**src/rtl/uart_tx_fifo_cfg.sv**
```systemverilog
// UART transmitter with a small TX FIFO and per-frame configurable format
// (5-8 data bits, optional even/odd parity, 1 or 2 stop bits).
module uart_tx_fifo_cfg #(
    parameter int OVS        = 16,
    parameter int FIFO_DEPTH = 4
) (
    input  logic                        clk,
    input  logic                        rst,
    input  logic                        tick,
    input  logic                        wr_valid,
    input  logic [7:0]                  wr_data,
    output logic                        wr_ready,
    input  logic [1:0]                  cfg_data_bits,
    input  logic                        cfg_parity_en,
    input  logic                        cfg_parity_odd,
    input  logic                        cfg_stop2,
    output logic                        tx,
    output logic                        tx_busy,
    output logic                        frame_done,
    output logic [$clog2(FIFO_DEPTH):0] fifo_count,
    output logic [2:0]                  dbg_state
);
    localparam int PW = (FIFO_DEPTH > 1) ? $clog2(FIFO_DEPTH) : 1;
    localparam int CW = $clog2(FIFO_DEPTH) + 1;
    localparam int TW = (OVS > 1) ? $clog2(OVS) : 1;

    typedef enum logic [2:0] {IDLE, START, DATA, PARITY, STOP} state_t;

    // Handshake: a byte is taken on any rising edge where wr_valid && wr_ready;
    // wr_ready depends on occupancy only, so it never reacts to wr_valid.
    logic [7:0]    mem [FIFO_DEPTH];
    logic [PW-1:0] wr_ptr;
    logic [PW-1:0] rd_ptr;
    logic [CW-1:0] count;

    state_t        state;
    logic [TW-1:0] tick_cnt;
    logic [7:0]    sh;
    logic [2:0]    bit_idx;
    logic [2:0]    n_last;
    logic          par_en_r;
    logic          par_bit;
    logic          stop2_r;
    logic          stop_idx;

    logic          push;
    logic          pop;
    logic          bit_end;
    logic          last_stop;
    logic [7:0]    head;
    logic [7:0]    mask;

    assign wr_ready   = count < CW'(FIFO_DEPTH);
    assign fifo_count = count;
    assign dbg_state  = state;
    assign push       = wr_valid && wr_ready;
    assign bit_end    = tick && (tick_cnt == TW'(OVS - 1));
    assign last_stop  = (state == STOP) && bit_end && (!stop2_r || stop_idx);
    assign pop        = (count != '0) && ((state == IDLE) || last_stop);
    assign head       = mem[rd_ptr];
    assign mask       = 8'hFF >> (2'd3 - cfg_data_bits);

    always_ff @(posedge clk) begin
        if (push) begin
            mem[wr_ptr] <= wr_data;
        end
    end

    always_ff @(posedge clk) begin
        if (rst) begin
            wr_ptr <= '0;
            rd_ptr <= '0;
            count  <= '0;
        end else begin
            if (push) begin
                wr_ptr <= wr_ptr + PW'(1);
            end
            if (pop) begin
                rd_ptr <= rd_ptr + PW'(1);
            end
            case ({push, pop})
                2'b10:   count <= count + CW'(1);
                2'b01:   count <= count - CW'(1);
                default: count <= count;
            endcase
        end
    end

    always_ff @(posedge clk) begin
        if (rst) begin
            state      <= IDLE;
            tx         <= 1'b1;
            tx_busy    <= 1'b0;
            frame_done <= 1'b0;
            tick_cnt   <= '0;
            sh         <= '0;
            bit_idx    <= '0;
            n_last     <= '0;
            par_en_r   <= 1'b0;
            par_bit    <= 1'b0;
            stop2_r    <= 1'b0;
            stop_idx   <= 1'b0;
        end else begin
            frame_done <= last_stop;
            if (state != IDLE && tick) begin
                tick_cnt <= bit_end ? '0 : tick_cnt + TW'(1);
            end
            // Pop covers both the idle start and the gapless stop-to-start case;
            // the whole frame format is captured here and held until the next pop.
            if (pop) begin
                state    <= START;
                tx       <= 1'b0;
                tx_busy  <= 1'b1;
                tick_cnt <= '0;
                sh       <= head;
                n_last   <= {1'b0, cfg_data_bits} + 3'd4;
                par_en_r <= cfg_parity_en;
                par_bit  <= (^(head & mask)) ^ cfg_parity_odd;
                stop2_r  <= cfg_stop2;
            end else begin
                case (state)
                    IDLE: begin
                        tx_busy <= 1'b0;
                    end
                    START: begin
                        if (bit_end) begin
                            state   <= DATA;
                            tx      <= sh[0];
                            bit_idx <= '0;
                        end
                    end
                    DATA: begin
                        if (bit_end) begin
                            if (bit_idx == n_last) begin
                                stop_idx <= 1'b0;
                                if (par_en_r) begin
                                    state <= PARITY;
                                    tx    <= par_bit;
                                end else begin
                                    state <= STOP;
                                    tx    <= 1'b1;
                                end
                            end else begin
                                bit_idx <= bit_idx + 3'd1;
                                sh      <= sh >> 1;
                                tx      <= sh[1];
                            end
                        end
                    end
                    PARITY: begin
                        if (bit_end) begin
                            state    <= STOP;
                            tx       <= 1'b1;
                            stop_idx <= 1'b0;
                        end
                    end
                    STOP: begin
                        if (last_stop) begin
                            state   <= IDLE;
                            tx      <= 1'b1;
                            tx_busy <= 1'b0;
                        end else if (bit_end) begin
                            stop_idx <= 1'b1;
                        end
                    end
                    default: begin
                        state   <= IDLE;
                        tx      <= 1'b1;
                        tx_busy <= 1'b0;
                    end
                endcase
            end
        end
    end
endmodule

```
**config.mk**
```make
export PLATFORM = sky130hd
export DESIGN_NAME = uart_tx_fifo_cfg
export DESIGN_NICKNAME = d
export VERILOG_FILES = /design/src/rtl/uart_tx_fifo_cfg.sv
export SDC_FILE = /design/constraint.sdc
export NUM_CORES = 1
export LEC_CHECK = 0
export ABC_AREA = 1
export BUFFER_PORTS_ARGS = -buffer_cell sky130_fd_sc_hd__buf_2
export CAP_MARGIN = 25
export CORE_MARGIN = 5
export CORE_UTILIZATION = 40
export DETAILED_ROUTE_END_ITERATION = 8
export PLACE_DENSITY = 0.63
export SETUP_SLACK_MARGIN = 0.1
export SYNTH_ARGS = -nofsm -noshare
export SYNTH_HDL_FRONTEND = slang
export SYNTH_SLANG_ARGS = --single-unit
```
**constraint.sdc**
```tcl
create_clock -name clk -period 3.2 [get_ports clk]
set_clock_uncertainty 0.05 [all_clocks]
set_input_delay 0.8 -clock clk [delete_from_list [all_inputs] [get_ports clk]]
set_output_delay 0.8 -clock clk [all_outputs]
set_load 0.1 [all_outputs]
```
==> summary.md, run 1 <==
• **outcome** completed
• **post-synthesis cell type with the largest combined area** edfxtp_1
• **final std cells w/o fill** 526
• **FP Rows** 33
• **DR iter-0 viols** 123
• **number of buffers inserted to repair setup after CTS** 0
• **maximum clock frequency** 420 MHz
• **post-synthesis share of cell area spent on and, or, nand and nor gates** 23.1%
• **Total Routing Usage GR** 14.0%
• **shortest period the worst path allows** 2.38 ns
• **CTS clk-pin slew, worst paths** 0.08 ns
• **cell depth of the worst flop-to-flop path** 12
• **antenna diode count** 0
• **list of most frequent post-synthesis cells** nand2_1, inv_1, dfxtp_1
• **area of the core region** 8090 sq um
• **multiplexer share of the synthesized area** 0%
• **Synth area leaders** edfxtp_1, dfxtp_1, nand2_1
• **fraction of synthesized cell area taken by the top area cell type** 29.4%
• **mean area per synthesized cell** 8.50 sq um
• **CP Capture Type** register
• **pin count of the biggest net entering global routing** 20
• **final setup vio count** 0
• **setup TNS** 0 ns
• **fraction of synthesized cell area in xor and xnor cells** 1.34%
• **critical path type** reg -> reg
• **final worst-path cycle share** 74.5%
• **detailed-route wire length per cell** 12.5 um
• **average via count per standard cell** 4.79
• **final-report hold violation count** 0
• **Clock Latency Late Sink** 0.34 ns
• **Cell Count Post-Placement** 510
• **clk sinks** 69
• **Antenna Violating Nets Remaining** 0
• **total routed wirelength** 6590 um
• **post-synthesis compound-gate area fraction** 11.9%
• **launching point of the worst reg2reg path** tick_cnt[0]
• **leakage power** 1.67 nW
• **slew at the pin with the worst max-slew slack** 0.802 ns
• **async set-reset flop share out of synthesis** 0%
• **HPWL after detailed placement** 4600 um
• **layout cell share with drive strength beyond 1** 16.4%
• **post_cts resized** 0
• **TritonCTS buffer count** 9
• **portion of the post-synthesis area used by sequential elements** 52.1%
• **total number of vias** 2,520
• **Die ar.** 10,100 sq um
• **dominant combinational cell family by area after synthesis** simple AND/OR/NAND/NOR gates
• **setup slack, reg-to-reg** 0.82 ns
• **highest net fanout along the worst path** 6
• **last element of the critical path** fifo_count[2]
• **count of warnings emitted by yosys** 0
• **clock tree from TritonCTS** done
• **final number of max-transition violations** 0
• **largest vdd supply drop** 0.460 mV
• **Synth Area in Adders** 3.30%
• **count of flip-flops with a built-in enable after synthesis** 32
• **CTS hold repair buffers** 0
• **antenna violations before repair** 0
• **data arrival time of the critical path** 2.57 ns
• **launch point of the worst path** tick_cnt[0]
• **Final nets** 441
• **Synthesized Nets** 409
• **sum of overflow across all layers after global routing** 0
• **max-cap check violation count** 0
• **most common cell in the synthesized netlist** nand2_1
• **kind of path behind the tightest hold check** reg -> reg
• **gate count of the mapped netlist** 384
• **summed instance area of the synthesized netlist** 3260 sq um
• **R2R Path End** fifo_count[2]
• **Die Span Y** 100 um
• **post-synthesis cell type count** 35
• **vias in the first global route** 2,402
• **crit start category** register
• **remaining routing DRC violations** 0
• **Die X-Extent** 100 um
• **buffers from clock root to sink, at most** 2
• **synthesized flop and latch total** 69
• **starting density of the core** 40.3%
• **headroom to the max-slew limit** 46.3%
• **post-synthesis to final-layout area growth** 14.7%
• **final estimated routing congestion in global placement** 0.840
• **root buffer selected by CTS** clkbuf_8
• **power per unit of standard cell area** 933 nW/um^2
• **Crit path required time** 3.38 ns
• **I/O pin count** 27
• **RSZ-0062 raised after global routing** false
• **final-layout fill cell count** 799
• **Initial DRT Pass Iterations** 4
• **wire length of the first global-routing pass** 11,000 um
• **number of levels the H-tree was split into** 3
• **Main synth FF type** dfxtp_1
• **Port Buffer Count** 26
==> worst min-delay path by stage <==
stage | start | to | slack [ns] | cells after the start
after floorplan | rd_ptr[0] | register | 0.39 | 1
after global placement | tx_busy | tx_busy | 0.40 | 2
after detailed placement | tx_busy | tx_busy | 0.41 | 2
after CTS | tx_busy | tx_busy | 0.42 | 2
after global routing | sh[6] | sh[6] | 0.45 | 2
final | tx_busy | tx_busy | 0.41 | 2
==> cell type report <==
type / instances / area [sq um] / area share (%)
clock buffers: 9 / 124 / 3.31
clock inverters: 7 / 123 / 3.28
inverters: 53 / 208 / 5.55
multi-input cells: 253 / 1290 / 34.6
flip-flops and latches: 69 / 1700 / 45.5
well taps: 105 / 131 / 3.51
repair buffers: 30 / 160 / 4.28
==> worst max-delay path: stages (launching register included) <==
cell,delay (ns)
dfxtp_1,0.38
ha_1,0.24
nand4_4,0.18
clkinv_4,0.12
o211ai_4,0.10
a21oi_4,0.16
ha_1,0.16
inv_1,0.06
fa_1,0.38
a21oi_1,0.14
o21ai_0,0.11
o21ai_0,0.15
a21oi_1,0.05
==> power by group <==
part	total [mW]	internal, mW	switching (mW)
logic	1.39	0.386	1.00
registers	1.23	1.12	0.112
clock network	0.868	0.521	0.346
total	3.49	2.03	1.46
==> through the flow <==
| step | power, mW | utilization [%] | cell area [sq um] | hold slack (ns) | worst slack [ns] |
|---|---|---|---|---|---|
| floorplan | 2.39 | - | 3270 | 0.394 | 0.290 |
| global placement | 2.62 | 43.2 | 3500 | 0.401 | 0.559 |
| detailed placement | 2.64 | 43.2 | 3500 | 0.408 | 0.511 |
| CTS | 3.52 | 46.2 | 3740 | 0.420 | 0.827 |
| global route | 3.74 | 46.2 | 3740 | 0.451 | 0.642 |
| finish | 3.49 | 46.2 | 3740 | 0.413 | 0.817 |
==> cells by family after synthesis <==
group	Yosys count
and+or+nand+nor	174
DFF	69
AOI/OAI and AO/OA	66
buffers and inverters	62
adders and majority gates	8
xor gates and xnor gates	5
==> registers in the layout, summed over array words and instances (netlist names), 2 cells and up, named ones only <==
| signal | flops |
|---|---|
| mem | 32 |
| sh | 8 |
| tick_cnt | 4 |
| bit_idx | 3 |
| dbg_state | 3 |
| fifo_count | 3 |
| n_last | 3 |
| rd_ptr | 2 |
| wr_ptr | 2 |
==> per-layer routing <==
metal / routed length [um] / vias up / GRT usage (%)
met5: 0 / - / 0
met4: 105 / 0 / 5.60
met3: 311 / 8 / 4.73
met2: 3110 / 46 / 22.7
met1: 3060 / 1149 / 17.0
li1: - / 1317 / -
==> cells in the final DEF (no fill, tap or decap), drive strengths merged, types with 4 or more instances in the layout <==
master  netlist  final
nand2       110    110
inv          52     52
dfxtp        37     37
edfxtp       32     32
a21oi        30     30
buf           7     30
nand3        29     29
o21ai        28     28
nor2         27     27
clkbuf        2      9
ha            7      7
nor3          4      4
Note: power is estimated with default switching activity, not from simulation.
==> inputs of run 2 (changes only) <==
==> constraint.sdc (replaced) <==
create_clock -name clk -period 2.2 [get_ports clk]
set_clock_uncertainty 0.05 [all_clocks]
set_input_delay 0.55 -clock clk [delete_from_list [all_inputs] [get_ports clk]]
set_output_delay 0.55 -clock clk [all_outputs]
set_load 0.1 [all_outputs]
==> run 2 against run 1 <==
  * Non-clock buffer count up 14
  * Count of clock-buffer cells in the layout unchanged
  * Setup slack worse by 0.63 ns
  * Largest cell class unchanged
==> summary.md, run 2 (synthesis gave the netlist of run 1 again) <==
• **total routed wirelength** 6570 um, -0.24%
• **final-layout fill cell count** 791, -1.0%
• **CTS clk-pin slew, worst paths** 0.08 ns, about the same
• **series of cell instances along the critical path** ha_4 > nand4_4 > clkinv_4 > o211ai_4 > a21oi_4 > ha_4 > inv_2 > fa_2 > a21oi_1 > o21ai_1 > o21ai_1 > a21oi_1
• **Antenna Violating Nets Remaining** 0, unchanged
• **Die Span Y** 100 um, unchanged
• **final number of max-transition violations** 0, unchanged
• **post-synthesis to final-layout area growth** 19.4%
• **number of flip-flops under the largest register name** 32, unchanged
• **FP Rows** 33, unchanged
• **Crit path required time** 2.39 ns, -0.99 ns
• **root buffer selected by CTS** clkbuf_8
• **antenna violations before repair** 0, unchanged
• **DR iter-0 viols** 103, -16%
• **registers with the most flip-flops** mem (32), sh (8), tick_cnt (4)
• **maximum clock frequency** 497 MHz, +19%
• **outcome** completed
• **clock tree from TritonCTS** done
• **wire length of the first global-routing pass** 10,900 um, -1.0%
• **largest vdd supply drop** 1.03 mV, +120%
• **clk sinks** 69, unchanged
• **Die X-Extent** 100 um, unchanged
• **max-cap check violation count** 0, unchanged
• **overall power after layout** 5.21 mW, +49%
• **layout cell share with drive strength beyond 1** 21.6%, +5.2 points
• **max incr delay on CP** 0.37 ns, about the same
• **WP buf/inv** 2, unchanged
• **buffers from clock root to sink, at most** 2, unchanged
• **power per unit of standard cell area** 1340 nW/um^2, +43%
• **slew at the pin with the worst max-slew slack** 0.488 ns, -0.314 ns
• **kind of path behind the tightest hold check** in -> reg
• **final-report hold violation count** 0, unchanged
• **headroom to the max-slew limit** 67.7%, +21 points
• **setup slack, reg-to-reg** 0.19 ns, -0.63 ns
• **detailed-route wire length per cell** 12.2 um, -2.8%
• **sum of overflow across all layers after global routing** 0, unchanged
• **Core Util, Final** 48.2%, +1.9 points
• **area of the core region** 8090 sq um, unchanged
• **HPWL after detailed placement** 4740 um, +2.9%
• **pin count of the biggest net entering global routing** 18, -10%
• **crit start category** register
• **remaining routing DRC violations** 0, unchanged
• **Clock Latency Late Sink** 0.35 ns, about the same
• **Total Routing Usage GR** 14.0%, +0.077 points
• **setup TNS** 0 ns, unchanged
• **PnR worst setup slack** 0.189 ns, -0.627 ns
• **Port Buffer Count** 26, unchanged
• **most frequent cells in the layout** nand2_1, inv_1, edfxtp_1
• **Final nets** 455, +3.2%
• **starting density of the core** 40.3%, unchanged
• **worst setup slack before clock tree synthesis** -0.00383 ns, -0.515 ns
• **Die ar.** 10,100 sq um, unchanged
• **average via count per standard cell** 4.83, +0.81%
• **most common cell after layout, fill and taps aside** nand2_1
• **critical path type** reg -> reg
• **number of levels the H-tree was split into** 3, unchanged
• **data arrival time of the critical path** 2.20 ns, -0.37 ns
• **TritonCTS buffer count** 9, unchanged
• **CP Capture Type** register
• **Biggest register** mem
• **leakage power** 1.74 nW, +4.2%
• **highest net fanout along the worst path** 3, -3
• **final worst-path cycle share** 91.4%, +17 points
• **antenna diode count** 0, unchanged
• **CTS hold repair buffers** 0, unchanged
• **shortest period the worst path allows** 2.01 ns, -0.373 ns
• **RSZ-0062 raised after global routing** true
• **family with the most delay on the worst path** compound AO/OA/AOI/OAI gates
• **final estimated routing congestion in global placement** 0.772, -8.1%
• **I/O pin count** 27, unchanged
• **vias in the first global route** 2,358, -1.8%
• **Initial DRT Pass Iterations** 5, +1
• **total number of vias** 2,608, +3.5%
• **Critical Path Slowest Stage Cell** dfxtp_4
• **final setup vio count** 0, unchanged
[run 2: cell types whose count changed in the layout (fill, tap and decap cells not counted), moves of 3 or more]
cell and delta:
buf_4 +14, dfxtp_1 -7, dfxtp_2 +3, dfxtp_4 +4
[run 2: report_power, final]
| group | switching (mW) | leakage (nW) | internal [mW] |
|---|---|---|---|
| logic | 1.53 | 1.02 | 0.679 |
| registers | 0.144 | 0.601 | 1.64 |
| clock network | 0.477 | 0.115 | 0.746 |
| total | 2.15 | 1.74 | 3.06 |
[run 2: path summary, 6_finish.rpt]
kind,end,from,cells after the start
worst max-delay path,fifo_count[2],tick_cnt[1],12
worst min-delay path,mem[2][2],wr_data[2],1
worst max register to register,fifo_count[2],tick_cnt[1],12
worst min register to register,register,rd_ptr[0],1
[run 2: layout make-up]
type	instances	area (sq um)	share of cell area [%]
Clock buffer	9	124	3.18
Clock inverter	7	114	2.92
Inverter	53	208	5.33
Multi-Input combinational cell	253	1330	34.2
Sequential cell	69	1720	44.2
Tap cell	105	131	3.37
Timing Repair Buffer	44	265	6.81
[run 2: layer usage]
layer | GRT usage (%) | routed length, um
met1 | 18.2 | 3090
met2 | 21.6 | 3020
met3 | 3.61 | 307
met4 | 7.05 | 153
met5 | 0 | 0
[run 2: timing repair]
item	4_1_cts	5_1_grt
pin swaps	1	5
gates cloned	0	0
resized for setup	5	3
endpoints found under the setup margin	2	2
setup buffers	0	2
[run 2: through the flow]
step	hold WS (ns)	area [sq um]	std cells
after floorplan	0.394	3300	384
after global placement	0.398	3620	522
after detailed placement	0.410	3620	522
after CTS	0.355	3870	538
after global routing	0.358	3900	540
final	0.366	3900	540
